<file path="config.mk">
export PLATFORM = sky130hd
export DESIGN_NAME = fetch_unit
export DESIGN_NICKNAME = d
export VERILOG_FILES = /design/src/rtl/fetch_pkg.sv /design/src/rtl/fetch_pc_reg.sv /design/src/rtl/fetch_unit.sv
export SDC_FILE = /design/constraint.sdc
export NUM_CORES = 1
export LEC_CHECK = 0
export ABC_AREA = 1
export BUFFER_PORTS_ARGS = -buffer_cell sky130_fd_sc_hd__buf_2
export CAP_MARGIN = 20
export CORE_AREA = 3 3 121 134
export CTS_BUF_LIST = sky130_fd_sc_hd__clkbuf_4 sky130_fd_sc_hd__clkbuf_8 sky130_fd_sc_hd__clkbuf_16
export DETAILED_ROUTE_END_ITERATION = 8
export DIE_AREA = 0 0 124 137
export GPL_TIMING_DRIVEN = 0
export PLACE_DENSITY = 0.59
export SLEW_MARGIN = 10
export SYNTH_ARGS = -nofsm -noshare
export SYNTH_HDL_FRONTEND = slang
export SYNTH_SLANG_ARGS = --single-unit
</file>
<file path="constraint.sdc">
create_clock -name clk -period 1.6 [get_ports clk]
set_clock_uncertainty 0.15 [all_clocks]
set_input_delay 0.32 -clock clk [delete_from_list [all_inputs] [get_ports clk]]
set_output_delay 0.32 -clock clk [all_outputs]
set_load 0.05 [all_outputs]
</file>
<file path="src/rtl/fetch_pkg.sv">
// fetch_pkg: shared types and constants for the instruction fetch stage
package fetch_pkg;
    typedef enum logic [1:0] {FETCH, HOLD, FAULT} fetch_state_e;
    localparam logic [31:0] NOP_INSTR        = 32'h0000_0013;
    localparam logic [31:0] DEFAULT_RESET_PC = 32'h0000_0000;
endpackage

</file>
<file path="src/rtl/fetch_pc_reg.sv">
// fetch_pc_reg: program counter register with load enable and pc+4 adder
module fetch_pc_reg
    import fetch_pkg::*;
#(
    parameter int               WIDTH    = 32,
    parameter logic [WIDTH-1:0] RESET_PC = DEFAULT_RESET_PC
) (
    input  logic             clk,
    input  logic             reset,
    input  logic             load_i,
    input  logic [WIDTH-1:0] d_i,
    output logic [WIDTH-1:0] q_o,
    output logic [WIDTH-1:0] plus4_o
);
    logic [WIDTH-1:0] pc_q;

    // PC only moves when the core accepts an advance
    always_ff @(posedge clk) begin
        if (reset) pc_q <= RESET_PC;
        else if (load_i) pc_q <= d_i;
    end

    assign q_o     = pc_q;
    assign plus4_o = pc_q + WIDTH'(4);
endmodule

</file>
<file path="src/rtl/fetch_unit.sv">
// fetch_unit: PC holder and request/ready instruction fetch; optional FETCH_INSTRET_EN adds a retired-instruction counter
module fetch_unit
    import fetch_pkg::*;
#(
    parameter int               WIDTH    = 32,
    parameter logic [WIDTH-1:0] RESET_PC = DEFAULT_RESET_PC
) (
    input  logic             clk,
    input  logic             reset,
    input  logic [WIDTH-1:0] next_pc,
    input  logic             advance,
    output logic             imem_req,
    output logic [WIDTH-1:0] imem_addr,
    input  logic             imem_ready,
    input  logic [WIDTH-1:0] imem_rdata,
    output logic [WIDTH-1:0] pc,
    output logic [WIDTH-1:0] pc_plus4,
    output logic [WIDTH-1:0] instr,
    output logic             instr_valid,
    output logic             misaligned,
    output logic [WIDTH-1:0] instret
);
    fetch_state_e     state_q, state_d;
    logic [WIDTH-1:0] instr_q, instr_d;
    logic             misaligned_q, misaligned_d;
    logic             fetch_done, adv_ok, bad_target;

    fetch_pc_reg #(.WIDTH(WIDTH), .RESET_PC(RESET_PC)) u_pc (
        .clk     (clk),
        .reset   (reset),
        .load_i  (adv_ok),
        .d_i     (next_pc),
        .q_o     (pc),
        .plus4_o (pc_plus4)
    );

    // Next state: FETCH waits for memory, HOLD waits for the core, FAULT is terminal
    always_comb begin
        fetch_done   = (state_q == FETCH) && imem_ready;
        adv_ok       = (state_q == HOLD) && advance;
        bad_target   = |next_pc[1:0];
        state_d      = fetch_done ? HOLD : adv_ok ? (bad_target ? FAULT : FETCH) : state_q;
        instr_d      = fetch_done ? imem_rdata : instr_q;
        misaligned_d = misaligned_q | (adv_ok & bad_target);
    end

    // State, captured instruction and sticky fault flag
    always_ff @(posedge clk) begin
        if (reset) begin
            state_q      <= FETCH;
            instr_q      <= NOP_INSTR;
            misaligned_q <= 1'b0;
        end else begin
            state_q      <= state_d;
            instr_q      <= instr_d;
            misaligned_q <= misaligned_d;
        end
    end

    assign imem_req    = (state_q == FETCH);
    assign imem_addr   = pc;
    assign instr       = instr_q;
    assign instr_valid = (state_q == HOLD);
    assign misaligned  = misaligned_q;

`ifdef FETCH_INSTRET_EN
    logic [WIDTH-1:0] instret_q;

    // Count every accepted advance, including the one that faults
    always_ff @(posedge clk) begin
        if (reset) instret_q <= '0;
        else if (adv_ok) instret_q <= instret_q + WIDTH'(1);
    end

    assign instret = instret_q;
`else
    assign instret = '0;
`endif
endmodule
</file>
==> flow_metrics.tcl, run 1 <==
set metrics [dict create \
    status "finished, violations left" \
    violations "setup timing" \
    slowest_stage "dfxtp_4" \
    drv_slew 0 \
    final_antenna_net_count 0 \
    antenna_found_initial 1 \
    overflow 0 \
    layout_setup_ws_ns -0.680 \
    synth_top_area_share_pct 36.2 \
    power.density_nw_per_um2 949 \
    hold_path_depth 3 \
    critPathMaxFanout 5 \
    grt_usage_pct 15.2 \
    clkSinkCount 67 \
    fmax_mhz 439 \
    synth_ff_type "dfxtp_1" \
    required_ns 1.13 \
    place.gp.congestion 0.782 \
    crit_arrival_ns 1.81 \
    max_stage_delay_ns 0.37 \
    synth_cells 522 \
    dpl_cell_area_sq_um 5480 \
    layoutNonFillerInstCount 982 \
    h-tree-depth 3 \
    cap_violations 0 \
    crit_chain "ha_4 -> nand2_4 -> nor2_4 -> nand2_4 -> nor2_4 -> buf_6 -> xor2_4 -> buf_6" \
    power_leakage_nw 3.21 \
    post-route-min-period_ns 2.28 \
    fill_cells 1515 \
    hold_viol 0 \
    max_slew_margin_pct 63.7 \
    timing.rr.end "u_pc.q_o[10]" \
    die_area_sq_um 17000 \
    wirelength_met1_um 5100 \
    root_buffer "clkbuf_16" \
    place_inst 946 \
    rrSetupSlack_ns 0.15 \
    synth_area_leaders "dfxtp_1, buf_4, nand2_1" \
    avgViaCountPerCell 4.09 \
    routed_wl_um 13100 \
    finalCritPeriodShare_pct 143 \
    rows 47 \
    syn_to_final_growth_pct 76.7 \
    coreArea_sq_um 15100 \
    wl_met2_um 6720 \
    final_cell_mix "buf_2, buf_4, nor2_1, nand2_1, o21ai_0" \
    wl_per_cell_um 13.4 \
    synth-async-reset-ratio_pct 0 \
    grt_max_degree 12 \
    hold_ws_ns 0.0395 \
    critPathKind "reg2out" \
    initial_core_util_pct 24.6 \
    worst_pin_slew_ns 0.544 \
    grt_setup_unrepaired "yes" \
    worst_skew_pair.late_latency_ns 0.33 \
    port_buffers 197 \
    setup_viol 30 \
    yosysTopAreaCell "dfxtp_1" \
    holdPathEnd "instr[1]" \
    dp_hpwl_um 10000 \
    ys_seq_area_share_pct 36.2 \
    dr_total_vias 4020 \
    syn_area_sq_um 3710 \
    ctsHoldBuffers 0 \
    antenna_cells 0 \
    path_clk_slew_ns 0.06 \
    drcViolationCount 0 \
    drive_gt1_share_pct 56.9 \
    ir_worst_vdd_mv 0.612 \
    rr_worst_depth 6 \
    synth_edf_count 0 \
    cts_buffer_depth 2 \
    hp-start "imem_rdata[1]" \
    hold_path_class "in2reg" \
    routed-wl-met3_um 1140 \
    endpoint_kind "output pin" \
    ys_ff_latch 67 \
    cp-start-kind "flop" \
    drtPass1Iterations 4 \
    fin_util_pct 43.5 \
    grt_pass1_wl_um 19700 \
    synth_cell_types 23 \
    avgSynthCellArea_sq_um 7.10 \
    top_layer "met5" \
    boundaryPins 231 \
    nNetsFinal 850 \
    grt_pass1_vias 3762 \
    timing.rr.start "state_q[0]" \
    mostFrequentLayoutCell "buf_2" \
    die-width_um 124 \
    die_h_um 137 \
    cts_buffers 9 \
    design_area_sq_um 6550 \
    drtIter0Drc 145 \
    cts_tree "yes" \
    yosysWarnings 0 \
]
cells by family after synthesis:
logic type | after synthesis | synth area share (%)
other cells | 1 | 0.101
buf+inv | 118 | 19.1
xor+xnor | 15 | 3.95
fa+ha+maj | 1 | 0.337
compound gates | 84 | 11.3
simple gates | 236 | 29.0
flops | 67 | 36.2
registers in the layout, summed over array words and instances (netlist names):
signal,count
instr,32
u_pc.q_o,32
state_q,2
misaligned,1
per-stage QoR:
stage	setup WS [ns]	power [W]	TNS [ns]
after global routing	-0.766	0.00651	-18.66
after floorplan	-0.534	0.00344	-12.70
after detailed placement	-0.667	0.00387	-13.86
final	-0.680	0.00622	-16.42
after CTS	-0.713	0.00624	-17.12
after global placement	-0.663	0.00386	-13.34
cell type report:
class | count | area [sq um] | share of cell area (%)
sequential | 67 | 1410 | 21.5
tap | 196 | 245 | 3.74
clock inverter | 4 | 72.6 | 1.11
clock buffer | 12 | 260 | 3.97
buffer | 85 | 594 | 9.07
inverter | 33 | 128 | 1.95
timing repair buffer | 217 | 1530 | 23.3
multi-input combinational | 368 | 2320 | 35.4
critical path: cells and delay by family (launching register included):
family | cells | cell delay, ns
simple gates | 4 | 0.52
flops | 1 | 0.37
buf+inv | 2 | 0.31
fa+ha+maj | 1 | 0.15
xor+xnor | 1 | 0.13
power breakdown:
group	switching (W)	total, W	internal, W	leakage, nW
Clock	0.000768	0.00223	0.00146	0.162
Sequential	0.000138	0.00194	0.00180	0.567
Combinational	0.00142	0.00204	0.000618	2.48
worst max path at each step:
stage / startpoint / end / slack, ns / depth (start not counted)
finish: u_pc.q_o[2] / pc_plus4[12] / -0.68 / 8
global route: u_pc.q_o[3] / pc_plus4[12] / -0.77 / 8
CTS: u_pc.q_o[3] / pc_plus4[22] / -0.71 / 9
detailed placement: u_pc.q_o[2] / pc_plus4[22] / -0.67 / 8
global placement: u_pc.q_o[2] / pc_plus4[22] / -0.66 / 8
floorplan: u_pc.q_o[2] / pc_plus4[13] / -0.53 / 5
synthesized netlist by cell type, types with 3 or more instances:
library cell	n
nor2_1	85
xor2_1	13
a21oi_1	35
nor2_2	5
o21ai_1	4
dfxtp_1	67
nor2_4	5
inv_2	3
buf_4	70
inv_1	30
o21ai_0	45
nand2_1	109
nor2_8	4
clkbuf_1	12
nand3_1	16
buf_2	3
nand2_2	7
layer usage:
layer,global-route usage [%],vias up
met4,4.44,2
li1,-,2054
met3,5.08,14
met2,26.3,150
met1,17.6,1800
met5,0,-
timing repair:
| action | in CTS | in global routing |
|---|---|---|
| resized for setup | 125 | 72 |
| setup buffers | 12 | 11 |
| pin swaps | 18 | 25 |
| setup endpoints to repair | 84 | 67 |
Power figures use the tool's default switching activity.
==> run 2, diff against run 1 <==
--- a/config.mk
+++ b/config.mk
@@ -8,12 +8,14 @@
 export ABC_AREA = 1
 export BUFFER_PORTS_ARGS = -buffer_cell sky130_fd_sc_hd__buf_2
 export CAP_MARGIN = 20
-export CORE_AREA = 3 3 121 134
+export CELL_PAD_IN_SITES_DETAIL_PLACEMENT = 1
+export CELL_PAD_IN_SITES_GLOBAL_PLACEMENT = 2
+export CORE_AREA = 3 3 138 153
 export CTS_BUF_LIST = sky130_fd_sc_hd__clkbuf_4 sky130_fd_sc_hd__clkbuf_8 sky130_fd_sc_hd__clkbuf_16
 export DETAILED_ROUTE_END_ITERATION = 8
-export DIE_AREA = 0 0 124 137
+export DIE_AREA = 0 0 141 156
 export GPL_TIMING_DRIVEN = 0
-export PLACE_DENSITY = 0.59
+export PLACE_DENSITY = 0.81
 export SLEW_MARGIN = 10
 export SYNTH_ARGS = -nofsm -noshare
 export SYNTH_HDL_FRONTEND = slang
==> run 2 against run 1 <==
  * The run still ends with setup timing left
  * Critical path depth unchanged
  * Die area increased by 29%
  * Non-clock buffer count decreased by 5
  * Clock power decreased by 8%
  * Critical path type unchanged
  * Critical endpoint unchanged
  * Largest cell class unchanged
==> flow_metrics.tcl, run 2 (synthesis results as in run 1) <==
set metrics [dict create \
    design_area_sq_um 6510 \
    cts_tree "yes" \
    netSwitchingFraction_pct 39.5 \
    setup-tns-final_ns -16.84 \
    grt_max_degree 13 \
    ctsHoldBuffers 0 \
    required_ns 1.13 \
    ir_worst_vdd_mv 0.454 \
    worst_skew_pair.late_latency_ns 0.33 \
    power_frac_clock_pct 34.1 \
    cts_buffer_depth 2 \
    mostFrequentLayoutCell "buf_2" \
    place.gp.congestion 0.736 \
    finalCritPeriodShare_pct 144 \
    root_buffer "clkbuf_16" \
    final_cell_mix "buf_2, buf_4, nor2_1, nand2_1, o21ai_0" \
    die_h_um 156 \
    routed_wl_um 14900 \
    path_clk_slew_ns 0.06 \
    violations "setup timing" \
    cap_violations 0 \
    initial_core_util_pct 18.7 \
    layout_setup_ws_ns -0.705 \
    hold_path_class "in2reg" \
    drive_gt1_share_pct 56.5 \
    setup_viol 29 \
    crit_arrival_ns 1.83 \
    die-width_um 141 \
    cts_buffers 9 \
    rrSetupSlack_ns 0.15 \
    dpl_cell_area_sq_um 5550 \
    hold_ws_ns 0.0299 \
    dp_hpwl_um 11800 \
    p_comb_share_pct 33.8 \
    hold_path_depth 3 \
    dr_total_vias 4109 \
    hp-start "imem_rdata[4]" \
    drcViolationCount 0 \
    grt_pass1_wl_um 23000 \
    grt_setup_unrepaired "yes" \
    die_area_sq_um 22000 \
    final_antenna_net_count 0 \
    holdPathEnd "instr[4]" \
    overflow 0 \
    critPathKind "reg2out" \
    endpoint_kind "output pin" \
    fmax_mhz 434 \
    rr_worst_depth 6 \
    port_buffers 197 \
    drv_slew 0 \
    seq_power_share_pct 32.1 \
    antenna_found_initial 2 \
    syn_to_final_growth_pct 75.6 \
    coreArea_sq_um 19800 \
    intPower_w 0.00366 \
    drtPass1Iterations 4 \
    fin_util_pct 32.9 \
    grt_usage_pct 13.5 \
    boundaryPins 231 \
    slowest_stage "dfxtp_4" \
    post-route-min-period_ns 2.30 \
    timing.rr.start "state_q[0]" \
    wl_per_cell_um 14.4 \
    power.density_nw_per_um2 929 \
    critPathMaxFanout 5 \
    cp-startpoint "u_pc.q_o[2]" \
    power_leakage_nw 3.17 \
    cp-start-kind "flop" \
    max_stage_delay_ns 0.37 \
    clkSinkCount 67 \
    grt_pass1_vias 4269 \
    timing.rr.end "u_pc.q_o[30]" \
    nNetsFinal 845 \
    status "finished, violations left" \
    rows 54 \
    avgViaCountPerCell 3.97 \
    crit_chain "ha_4 -> nand2_4 -> nor2_4 -> nand2_4 -> nor2_4 -> buf_6 -> xor2_4 -> buf_6" \
    drtIter0Drc 67 \
    net-switching-power_w 0.00239 \
    hold_viol 0 \
    h-tree-depth 3 \
]
==> run 2: cell count changes in the layout (fill, tap and decap cells not counted), moves of 2 or more <==
cell | before | now
nand2_1 | 68 | 71
buf_6 | 31 | 29
buf_2 | 140 | 136
clkinv_4 | 0 | 2
buf_4 | 95 | 100
buf_8 | 15 | 11
nand2_2 | 32 | 29
clkbuf_1 | 8 | 5
clkbuf_2 | 3 | 6
==> run 2: layout make-up <==
type	count	area, sq um
diodes	1	2.50
plain buffers	85	597
clock buffers	10	239
clock inverters	6	65.1
fillers	2446	13300
inverters	33	128
multi-input cells	368	2290
flip-flops and latches	67	1410
well taps	252	315
repair buffers	212	1460
==> run 2: power groups by stage <==
stage | clock (W) | combinational (W) | sequential (W)
3_3_place_gp | 0 | 0.00190 | 0.00198
5_1_grt | 0.00222 | 0.00217 | 0.00197
2_1_floorplan | 0 | 0.00103 | 0.00241
6_report | 0.00206 | 0.00204 | 0.00195
4_1_cts | 0.00215 | 0.00203 | 0.00195
3_5_place_dp | 0 | 0.00191 | 0.00199
==> run 2: how the worst max path moves through the flow <==
stage              endpoint  slack [ns]  cells after the start
3_5_place_dp   pc_plus4[24]       -0.70                      8
4_1_cts        pc_plus4[26]       -0.75                      9
5_1_grt        pc_plus4[12]       -0.80                      8
6_report       pc_plus4[12]       -0.70                      8
2_1_floorplan  pc_plus4[13]       -0.53                      5
3_3_place_gp   pc_plus4[24]       -0.68                      8
==> run 2: metal layers <==
layer	track usage [%]	vias up	share of wire (%)	routed length, um
met2	23.5	151	50	7520
met1	15.4	1893	40	5930
met3	3.86	18	7.4	1100
met4	5.86	2	2.2	327
met5	0	-	0.087	13
li1	-	2045	-	-
==> run 2: what timing repair did <==
| action | in CTS | in global routing |
|---|---|---|
| pin swaps | 16 | 14 |
| endpoints found under the setup margin | 85 | 73 |
| buffers inserted | 12 | 7 |
| gates resized for setup | 135 | 58 |
==> run 2: stage by stage <==
step	setup slack, ns	power [W]	std cells
4_1_cts	-0.751	0.00613	1030
5_1_grt	-0.796	0.00636	1034
3_3_place_gp	-0.684	0.00389	1002
6_report	-0.705	0.00605	1034
3_5_place_dp	-0.698	0.00390	1002
2_1_floorplan	-0.534	0.00344	553
==> run 2: critical path: cells and delay by family, from the launching register on <==
| family | cells | cell delay, ns |
|---|---|---|
| AND/OR/NAND/NOR | 4 | 0.53 |
| XOR/XNOR | 1 | 0.14 |
| adder cells (fa/ha/maj) | 1 | 0.14 |
| buffers and inverters | 2 | 0.30 |
| flip-flops | 1 | 0.37 |
==> run 3, diff against run 2 <==
--- a/config.mk
+++ b/config.mk
@@ -10,12 +10,12 @@
 export CAP_MARGIN = 20
 export CELL_PAD_IN_SITES_DETAIL_PLACEMENT = 1
 export CELL_PAD_IN_SITES_GLOBAL_PLACEMENT = 2
-export CORE_AREA = 3 3 138 153
-export CTS_BUF_LIST = sky130_fd_sc_hd__clkbuf_4 sky130_fd_sc_hd__clkbuf_8 sky130_fd_sc_hd__clkbuf_16
+export CORE_AREA = 3 3 134 149
+export CTS_BUF_LIST = sky130_fd_sc_hd__clkbuf_4 sky130_fd_sc_hd__clkbuf_8
 export DETAILED_ROUTE_END_ITERATION = 8
-export DIE_AREA = 0 0 141 156
+export DIE_AREA = 0 0 137 152
 export GPL_TIMING_DRIVEN = 0
-export PLACE_DENSITY = 0.81
+export PLACE_DENSITY = 0.84
 export SLEW_MARGIN = 10
 export SYNTH_ARGS = -nofsm -noshare
 export SYNTH_HDL_FRONTEND = slang
==> run 3 against run 2 <==
  * Fmax shrank 2.0%
  * Register-to-register slack is essentially flat
  * Critical path depth grew 1
  * Highest routed layer unchanged
  * Non-clock buffer count grew 14
  * Flip-flop and latch count is the same
  * Die area shrank 5.3%
  * Largest power group is now combinational logic
  * Cell count grew 0.39%
  * Design area grew 2.0%
  * The run still ends with setup timing left
  * Power shrank 5.3%
  * Hold slack gained 0.0079 ns
  * Sequential power is essentially flat
==> flow_metrics.tcl, run 3 (synthesis results as in run 1) <==
set metrics [dict create \
    status "finished, violations left" \
    violations "setup timing" \
    fmax_mhz 425 \
    rows 52 \
    endpoint_kind "output pin" \
    power.density_nw_per_um2 862 \
    cts_tree "yes" \
    critPathKind "reg2out" \
    antenna_cells 0 \
    rr_worst_depth 5 \
    layout_setup_ws_ns -0.751 \
    cts_buffers 9 \
    grt_pass1_wl_um 23600 \
    drv_slew 0 \
    die_area_sq_um 20800 \
    die-width_um 137 \
    fill_cells 2310 \
    rrSetupSlack_ns 0.15 \
    antenna_found_initial 2 \
    cts_buffer_depth 2 \
    grt_pass1_vias 4294 \
    drcViolationCount 0 \
    cap_violations 0 \
    die_h_um 152 \
    final_cell_mix "buf_2, buf_4, nor2_1, nand2_1, o21ai_0" \
    hold_path_class "in2reg" \
    wl_per_cell_um 14.9 \
    worst_skew_pair.late_latency_ns 0.36 \
    path_clk_slew_ns 0.09 \
    timing.rr.start "state_q[1]" \
    ir_worst_vdd_mv 0.508 \
    dr_total_vias 4148 \
    h-tree-depth 3 \
    dpl_cell_area_sq_um 5540 \
    syn_to_final_growth_pct 79.1 \
    mostFrequentLayoutCell "buf_2" \
    timing.rr.end "instr[10]" \
    initial_core_util_pct 20.1 \
    setup-tns-final_ns -18.74 \
    holdPathEnd "u_pc.q_o[11]" \
    hold_viol 0 \
    total_power_w 0.00573 \
    boundaryPins 231 \
    drtIter0Drc 121 \
    crit_arrival_ns 1.88 \
    routed_wl_um 15500 \
    design_area_sq_um 6640 \
    post-route-min-period_ns 2.35 \
    grt_usage_pct 14.5 \
    root_buffer "clkbuf_8" \
    power_leakage_nw 3.21 \
    grt_setup_unrepaired "yes" \
    drive_gt1_share_pct 55.8 \
    hold_ws_ns 0.0378 \
    place.gp.congestion 0.734 \
    cp-start-kind "flop" \
    final_antenna_net_count 0 \
    pre_cts_ws_ns -0.687 \
    coreArea_sq_um 18500 \
    setup_viol 33 \
    avgViaCountPerCell 4.00 \
    clkSinkCount 67 \
    critPathMaxFanout 5 \
    finalCritPeriodShare_pct 147 \
    grt_max_degree 13 \
    overflow 0 \
    dp_hpwl_um 11800 \
    drtPass1Iterations 4 \
    hold_path_depth 3 \
    required_ns 1.13 \
    hp-start "next_pc[11]" \
    port_buffers 197 \
    nNetsFinal 859 \
]
-- run 3: changes by cell type in the layout (fill, tap and decap cells not counted), moves of 4 or more --
cell / before / now
buf_2: 136 / 127
dfxtp_4: 12 / 16
nor2_1: 75 / 80
nand2_1: 71 / 75
buf_4: 100 / 111
clkbuf_4: 9 / 2
clkbuf_8: 1 / 10
clkbuf_16: 9 / 0
buf_6: 29 / 34
buf_8: 11 / 20
-- run 3: how the worst max path moves through the flow --
| stage | endpoint | start | cells past startpoint |
|---|---|---|---|
| floorplan | pc_plus4[13] | u_pc.q_o[2] | 5 |
| global placement | pc_plus4[24] | u_pc.q_o[2] | 8 |
| detailed placement | pc_plus4[24] | u_pc.q_o[2] | 8 |
| CTS | pc_plus4[12] | u_pc.q_o[2] | 8 |
| global route | pc_plus4[26] | u_pc.q_o[2] | 9 |
| finish | pc_plus4[26] | u_pc.q_o[2] | 9 |
-- run 3: layer usage --
metal / wire length [um] / global-route usage, % / vias to the layer above
met1: 6110 / 16.5 / 1904
met2: 7790 / 25.7 / 156
li1: - / - / 2061
met5: 27 / 0 / -
met4: 327 / 4.94 / 4
met3: 1210 / 4.20 / 23
-- run 3: area by class of cell --
| class | count | area (sq um) | share of cell area [%] |
|---|---|---|---|
| buffer | 83 | 591 | 8.89 |
| clock buffer | 10 | 138 | 2.07 |
| clock inverter | 6 | 88.8 | 1.34 |
| inverter | 33 | 128 | 1.92 |
| multi-input combinational | 368 | 2260 | 34.0 |
| sequential | 67 | 1420 | 21.4 |
| tap | 243 | 304 | 4.58 |
| timing repair buffer | 228 | 1710 | 25.8 |
-- run 3: power by group --
group,internal (W),leakage (nW),switching [W]
Clock,0.000920,0.108,0.000753
Combinational,0.000658,2.53,0.00146
Sequential,0.00180,0.570,0.000136
Total,0.00338,3.21,0.00235
-- run 3: critical path, cell delays in order (launching register included) --
cell	delay, ns
dfxtp_4	0.38
ha_4	0.15
nand2_4	0.05
nor2_4	0.18
nand2_4	0.12
nor2_4	0.24
nand2_1	0.11
nand2_2	0.09
nand2_4	0.05
buf_8	0.14
-- run 3: repair_timing --
item,4_1_cts,5_1_grt
gates resized for setup,168,53
hold buffers,3,0
pin swaps,18,22
setup endpoints to repair,109,51
gates cloned,0,0
buffers inserted,15,15
hold endpoints to repair,3,0
-- run 3: stage by stage --
step                utilization, %  cells
finish                        36.0   1038
global route                  36.0   1038
CTS                           34.6   1026
detailed placement            30.0    993
global placement              30.0    993
floorplan                        -    553
